File: src/rtl/md_ctrl.sv
// Sequences one multiply/divide op through the iterative unit: start pulse, operand hold, stall, writeback.
// Latency: accept at cycle 0, start pulse at cycle 1, writeback one cycle after unit_ready; div-by-zero writes back at cycle 1.
// Backpressure: stall is raised from the accept cycle until the op leaves BUSY/DRAIN; issue inputs are ignored outside IDLE.
module md_ctrl #(
    parameter int WIDTH      = 32,
    parameter int MAX_CYCLES = 40,
    parameter int CNT_W      = 6
) (
    input  logic             clk,
    input  logic             reset_n,
    input  logic             issue_valid,
    input  logic             issue_mult,
    input  logic             issue_div,
    input  logic [WIDTH-1:0] issue_a,
    input  logic [WIDTH-1:0] issue_b,
    input  logic [4:0]       issue_rd,
    input  logic             flush,
    input  logic             unit_ready,
    input  logic [WIDTH-1:0] unit_result,
    input  logic             unit_exc,
    output logic             ctrl_mult,
    output logic             ctrl_div,
    output logic [WIDTH-1:0] op_a,
    output logic [WIDTH-1:0] op_b,
    output logic             stall,
    output logic             wb_valid,
    output logic [WIDTH-1:0] wb_result,
    output logic             wb_exc,
    output logic [4:0]       wb_rd
);

    typedef enum logic [2:0] {
        S_IDLE  = 3'd0,
        S_START = 3'd1,
        S_BUSY  = 3'd2,
        S_DRAIN = 3'd3,
        S_DONE  = 3'd4
    } state_t;

    state_t             state;
    state_t             state_nxt;
    logic [CNT_W-1:0]   cnt;
    logic               is_mult_q;
    logic [4:0]         rd_q;
    logic [WIDTH-1:0]   res_q;
    logic               exc_q;
    logic [WIDTH-1:0]   hold_res;
    logic               hold_exc;
    logic [4:0]         hold_rd;

    logic               accept;
    logic               div_zero;
    logic               timeout;

    // Multiply wins when both op bits are set, so divide-by-zero only applies to a pure divide.
    assign accept   = (state == S_IDLE) & issue_valid & (issue_mult | issue_div) & ~flush;
    assign div_zero = issue_div & ~issue_mult & (issue_b == '0);
    assign timeout  = (cnt == CNT_W'(MAX_CYCLES - 1));

    // State register.
    always_ff @(posedge clk or negedge reset_n) begin
        if (!reset_n) begin
            state <= S_IDLE;
        end else begin
            state <= state_nxt;
        end
    end

    // Next-state: flush beats unit_ready beats the watchdog while BUSY.
    always_comb begin
        state_nxt = state;
        case (state)
            S_IDLE: begin
                if (accept) begin
                    state_nxt = div_zero ? S_DONE : S_START;
                end
            end
            S_START: begin
                state_nxt = flush ? S_DRAIN : S_BUSY;
            end
            S_BUSY: begin
                if (flush) begin
                    state_nxt = S_DRAIN;
                end else if (unit_ready || timeout) begin
                    state_nxt = S_DONE;
                end
            end
            S_DRAIN: begin
                if (unit_ready || timeout) begin
                    state_nxt = S_IDLE;
                end
            end
            S_DONE: begin
                state_nxt = S_IDLE;
            end
            default: begin
                state_nxt = S_IDLE;
            end
        endcase
    end

    // Outputs: stall covers the accept cycle combinationally; wb fields show the held value except during the strobe.
    always_comb begin
        stall     = accept | (state == S_START) | (state == S_BUSY) | (state == S_DRAIN);
        ctrl_mult = (state == S_START) & is_mult_q;
        ctrl_div  = (state == S_START) & ~is_mult_q;
        wb_valid  = (state == S_DONE) & ~flush;
        wb_result = wb_valid ? res_q : hold_res;
        wb_exc    = wb_valid ? exc_q : hold_exc;
        wb_rd     = wb_valid ? rd_q  : hold_rd;
    end

    // Operand and destination capture on accept; held until the next accept.
    always_ff @(posedge clk or negedge reset_n) begin
        if (!reset_n) begin
            op_a      <= '0;
            op_b      <= '0;
            rd_q      <= '0;
            is_mult_q <= 1'b0;
        end else if (accept) begin
            op_a      <= issue_a;
            op_b      <= issue_b;
            rd_q      <= issue_rd;
            is_mult_q <= issue_mult;
        end
    end

    // Watchdog counter: cleared in START, counts through BUSY and DRAIN.
    always_ff @(posedge clk or negedge reset_n) begin
        if (!reset_n) begin
            cnt <= '0;
        end else if (state == S_START) begin
            cnt <= '0;
        end else if ((state == S_BUSY) || (state == S_DRAIN)) begin
            cnt <= cnt + CNT_W'(1);
        end
    end

    // Pending result: local div-by-zero, unit result, or forced watchdog error.
    always_ff @(posedge clk or negedge reset_n) begin
        if (!reset_n) begin
            res_q <= '0;
            exc_q <= 1'b0;
        end else if (accept && div_zero) begin
            res_q <= '0;
            exc_q <= 1'b1;
        end else if ((state == S_BUSY) && !flush && unit_ready) begin
            res_q <= unit_result;
            exc_q <= unit_exc;
        end else if ((state == S_BUSY) && !flush && timeout) begin
            res_q <= '0;
            exc_q <= 1'b1;
        end
    end

    // Delivered writeback is retained so wb_* stay put between strobes, even across a flushed DONE.
    always_ff @(posedge clk or negedge reset_n) begin
        if (!reset_n) begin
            hold_res <= '0;
            hold_exc <= 1'b0;
            hold_rd  <= '0;
        end else if (wb_valid) begin
            hold_res <= res_q;
            hold_exc <= exc_q;
            hold_rd  <= rd_q;
        end
    end

endmodule
File: config.mk
export PLATFORM = sky130hd
export DESIGN_NAME = md_ctrl
export DESIGN_NICKNAME = d
export VERILOG_FILES = /design/src/rtl/md_ctrl.sv
export SDC_FILE = /design/constraint.sdc
export NUM_CORES = 1
export LEC_CHECK = 0
export BUFFER_PORTS_ARGS = -buffer_cell sky130_fd_sc_hd__buf_2
export CAP_MARGIN = 40
export CORE_MARGIN = 8
export CORE_UTILIZATION = 45
export CTS_CLUSTER_SIZE = 25
export DETAILED_ROUTE_END_ITERATION = 12
export GPL_TIMING_DRIVEN = 0
export PLACE_DENSITY = 0.76
export RECOVER_POWER = 25
export SLEW_MARGIN = 20
export SYNTH_ARGS = -nofsm -noshare
export SYNTH_HDL_FRONTEND = slang
export SYNTH_SLANG_ARGS = --single-unit
File: constraint.sdc
create_clock -name clk -period 2.1 [get_ports clk]
set_input_delay 0.42 -clock clk [delete_from_list [all_inputs] [get_ports clk]]
set_output_delay 0.42 -clock clk [all_outputs]
set_load 0.02 [all_outputs]
**Word-level counts from Yosys, hierarchy flattened**

Cells that the tools add are included.

- Add/sub/neg operators: 1
- Equality and inequality tests: 8
- Muxes and demuxes: 18
- Bitwise operators: 15
- Reductions and logical operators: 12

Operator list:

| kind | count |
|---|---|
| two-way mux 32 bit | 4 |
| logical NOT 32 bit | 1 |
| two-way mux 3 bit | 5 |
| two-way mux 6 bit | 2 |
| one-hot mux 3 bit (4 select lines) | 1 |
| AND 1 bit | 8 |
| adder 6 x 1 -> 6 bit (second input constant) | 1 |
| == test 3 x 2 -> 1 bit (second input constant) | 2 |
| == test 6 bit (second input constant) | 1 |
| two-way mux 1 bit | 5 |
| two-way mux 5 bit | 1 |
| logical AND 1 bit | 4 |
| != test 2 bit (second input constant) | 2 |
| bitwise OR 1 bit | 4 |
| == test 3 x 1 -> 1 bit (second input constant) | 1 |
| == test 3 bit (second input constant) | 1 |
| logical NOT 3 bit | 1 |
| != test 3 bit (second input constant) | 1 |
| inverter 1 bit | 3 |
| AND reduction 3 bit | 1 |
| nonzero test 3 bit | 1 |
| logical OR 1 bit | 2 |
| nonzero test 2 bit | 1 |
| logical NOT 1 bit | 1 |

- Register bits after elaboration: 150
- Input bits: 109
- Output and inout port bits: 106
- Logic and storage cells: 65

**Longest topological paths before layout**

- Depth in word-level cells: 7
- Gate-level depth with buffers: 7
- Mapped depth without buffers: 4

**Worst setup path after synthesis**

OpenSTA, ideal clock, no wires.

- Kind: register to output
- Start: register state[0]
- End: output port wb_result[22]
- Data arrival time: 1.730 ns
- Data required time: 1.680 ns
- Path slack: -0.050 ns
- Cell stages (with the launch flop): 7
- Buffers on the path: 3
- Cells stage by stage: dfrtp_1 -> buf_2 -> nor2_1 -> and3_1 -> buf_2 -> buf_2 -> mux2_2

- Cells in the longest elaborated chain, start to end: 3

Ends and longest elaborated chain:

| item | line | source |
|---|---|---|
| start, declared | 40 | `state_t state;` |
| start signal, assigned | 65 | `state <= state_nxt;` |
| == test 3 bit | 107 | `wb_valid = (state == S_DONE) & ~flush;` |
| AND 1 bit | 107 |  |
| named net wb_valid | 26 | `output logic wb_valid,` |
| two-way mux 32 bit | -- |  |
| end, declared | 27 | `output logic [WIDTH-1:0] wb_result,` |

The timed path passes the listed nets, and every way through them passes these cells.

**Worst setup path after layout**

- Start: register state[0]
- End: output port wb_result[21]

- Cells in the longest elaborated chain, start to end: 3

Ends and longest elaborated chain:

| item | line |
|---|---|
| == test 3 bit | 107 |
| AND 1 bit | 107 |
| two-way mux 32 bit | -- |

No other way between the ends.

==> results.py <==
metrics = {
    "run_status": {
        "violations": "max-capacitance violations, max-slew violations, negative setup slack",
        "outcome": "finished, violations left",
    },
    "timing": {
        "worstMarginPinSlew_ps": 1510,
        "grt_setup_unrepaired": "true",
        "setup_slack_ps": -256,
        "slew-limit-headroom": -0.00799,
        "period_share": 1.12,
        "drv_slew": 60,
        "max_freq_mhz": 425,
        "final_hold_viol_count": 0,
        "finalSetupViolCount": 40,
        "post-route-min-period_ps": 2360,
        "finClkSkew_ps": 8.04,
    },
    "floorplan": {
        "core_sq_mm": 0.0131,
        "die_h_um": 132,
        "top_level_ports": 215,
        "rows": 42,
        "die-area_sq_mm": 0.0173,
        "start_util": 0.458,
        "die_w_um": 132,
    },
    "placed_design": {
        "port_buffers": 213,
        "dp_cells": 836,
        "gp_congestion": 0.802,
        "hpwl_um": 11800,
        "post-place-ws_ps": -411,
    },
    "logic_synthesis": {
        "synth_area_sq_mm": 0.00602,
        "yosys_register_bits": 150,
        "postSynthCellCount": 446,
        "synth_cell_types": 32,
        "synth-seq-area-share": 0.623,
        "ys_warn_count": 0,
        "synth_fp_nets": 556,
        "syn_area_per_cell_sq_um": 13.5,
    },
    "clock_tree": {
        "cts_made_buffers": 17,
        "htreeDepth": 4,
        "clk_latency_ps": 410,
        "clk_path_buf_depth": 2,
        "cts.clk_slew.worst_paths_ps": 60,
        "clock_sinks": 150,
        "cts_tree": "yes",
        "cts_root_buffer": "clkbuf_16",
    },
    "global_routing": {
        "top_usage_layer": "met2",
        "grt_pass1_wl_um": 27100,
        "antenna_found_initial": 2,
        "grt_overflow": 0,
        "grt_pass1_vias": 5215,
        "grt_util_met3": 0.0911,
        "grt_usage": 0.194,
        "grt_max_degree": 92,
        "met2_usage": 0.313,
        "grt_use_met1": 0.224,
    },
    "finish": {
        "stdcell_count": 905,
        "area_growth_pct": 45.6,
        "final_net_count": 826,
        "n_fill_cell": 933,
        "drive_above_1_share": 0.584,
    },
    "hold_path": {
        "hold_class": "input port to flip-flop",
    },
    "worst_setup_path": {
        "r2r-start": "state[1]",
        "endpoint_kind": "primary output",
        "arrival_ps": 1940,
        "timing.rr.end": "op_a[31]",
        "path_max_fanout": 5,
        "crit_path_start": "state[0]",
        "worstSetupStartpointType": "flip-flop",
        "reg2reg_depth": 7,
        "crit_type": "flip-flop to primary output",
        "crit_end": "wb_result[21]",
        "cp.required_ps": 1680,
        "rrSetupSlack_ps": 40,
    },
    "drt": {
        "vias": 4785,
        "via_per_inst": 5.29,
        "totalWireLength_um": 17300,
        "drc_errors": 0,
        "drt-pass1-iter-count": 5,
        "antenna_left": 0,
        "wl_per_cell_um": 19.2,
        "drt_iter0_markers": 250,
    },
    "pwr": {
        "p_per_area_mw_per_mm2": 1570,
        "ir_drop_v": 0.000835,
        "leakage_nw": 4.21,
    },
    "flow_run": {
        "maxCapViolations": 1,
    },
}
## layer usage
layer	vias to the layer above	share of wire
li1	2144	-
met1	2392	0.39
met2	221	0.50
met3	26	0.093
met4	2	0.019
met5	-	0.00046
## worst max-delay path: stages (launching register included)
cell and delay, ps:
dfrtp_2 430, nor2_4 120, and3_4 220, buf_8 150, clkbuf_16 160, mux2_4 310, buf_6 140
## state kept, by name (all words and copies together), names as in the netlist
register,cells
hold_exc,1
state,3
is_mult_q,1
op_b,32
hold_rd,5
hold_res,32
exc_q,1
op_a,32
res_q,32
cnt,6
rd_q,5
## power by group
group          internal [mW]  switching, mW  leakage (nW)
Clock                   1.67           1.12         0.272
Sequential              4.27          0.657          1.87
Combinational           2.98           3.07          2.07
Total                   8.91           4.85          4.21
## cells in the mapped netlist
cell type,instances,area [sq um]
nor3_4,1,16.3
nand4_1,3,18.8
xor2_1,1,8.76
buf_6,3,33.8
a41oi_1,1,8.76
o2111ai_4,1,26.3
nand3_1,37,185
a21oi_1,33,165
o21ai_0,37,185
dfrtp_1,150,3750
inv_1,2,7.51
nor2b_1,1,6.26
a22o_1,2,17.5
ha_1,1,12.5
clkbuf_1,11,41.3
mux2_2,109,1230
nand2_1,6,22.5
nand3b_1,1,7.51
nor4_4,1,21.3
and3_1,2,12.5
or2_2,1,6.26
and2_1,1,6.26
o21bai_1,2,15.0
nor4b_1,1,8.76
buf_2,17,85.1
o2111a_1,1,11.3
o211ai_1,2,15.0
nor4_1,7,43.8
a21o_1,1,7.51
or3b_2,1,8.76
nor2_1,8,30.0
o31ai_1,1,7.51
## cell families after synthesis
group	after synthesis	synth area share
compound gates	81	0.0762
xor+xnor	1	0.00145
fa+ha+maj	1	0.00208
buf+inv	33	0.0278
flops	150	0.623
mux	109	0.204
simple gates	71	0.0654
## cell usage in the layout (no fill, tap or decap), types with 3 or more instances in the layout
cell type	n
a21oi_1	32
buf_12	4
buf_2	176
buf_4	30
buf_6	45
buf_8	3
clkbuf_1	11
clkbuf_16	19
clkbuf_2	3
clkbuf_4	7
clkinv_2	7
dfrtp_1	147
dfrtp_2	3
mux2_2	71
mux2_4	38
nand2_1	5
nand3_1	37
nand4_1	3
nor2_1	5
nor2_4	3
nor4_1	7
o21ai_0	37
## how the worst min path moves through the flow
stage,from,to,slack (ps),cells after the start
final,issue_a[21],op_a[21],240,2
after global routing,issue_a[2],op_a[2],220,2
after CTS,issue_a[27],op_a[27],220,2
after detailed placement,reset_n,op_b[16],380,1
after global placement,hold_res[1],hold_res[1],480,1
after floorplan,reset_n,cnt[0],120,0
## cell type report
cell class,count,area [sq um],share of cell area
timing repair buffer,253,1730,0.197
tap,176,220,0.0251
multi-input combinational,263,2290,0.261
clock buffer,21,460,0.0525
inverter,2,7.51,0.000856
antenna,1,2.50,0.000285
sequential,150,3760,0.428
buffer,29,223,0.0254
clock inverter,10,81.3,0.00927
## repair_timing
action,4_1_cts,5_1_grt
endpoints found under the hold margin,59,0
resized for setup,85,80
pin swaps,3,4
hold buffers,1,0
cloned,1,2
endpoints found under the setup margin,51,71
buffers inserted,16,19
## metrics by stage
| step | power (mW) | cell area, sq um | hold slack, ps | setup TNS (ps) | utilization |
|---|---|---|---|---|---|
| global placement | 9.48 | 7310 | 478 | -218910 | 0.557 |
| finish | 13.8 | 8770 | 237 | -8650 | 0.668 |
| global route | 14.5 | 8770 | 220 | -30560 | 0.668 |
| CTS | 13.1 | 8330 | 218 | -9040 | 0.634 |
| detailed placement | 9.70 | 7350 | 378 | -14390 | 0.559 |
| floorplan | 7.91 | 6030 | 124 | 0 | - |
(Power assumes the default switching activity.)
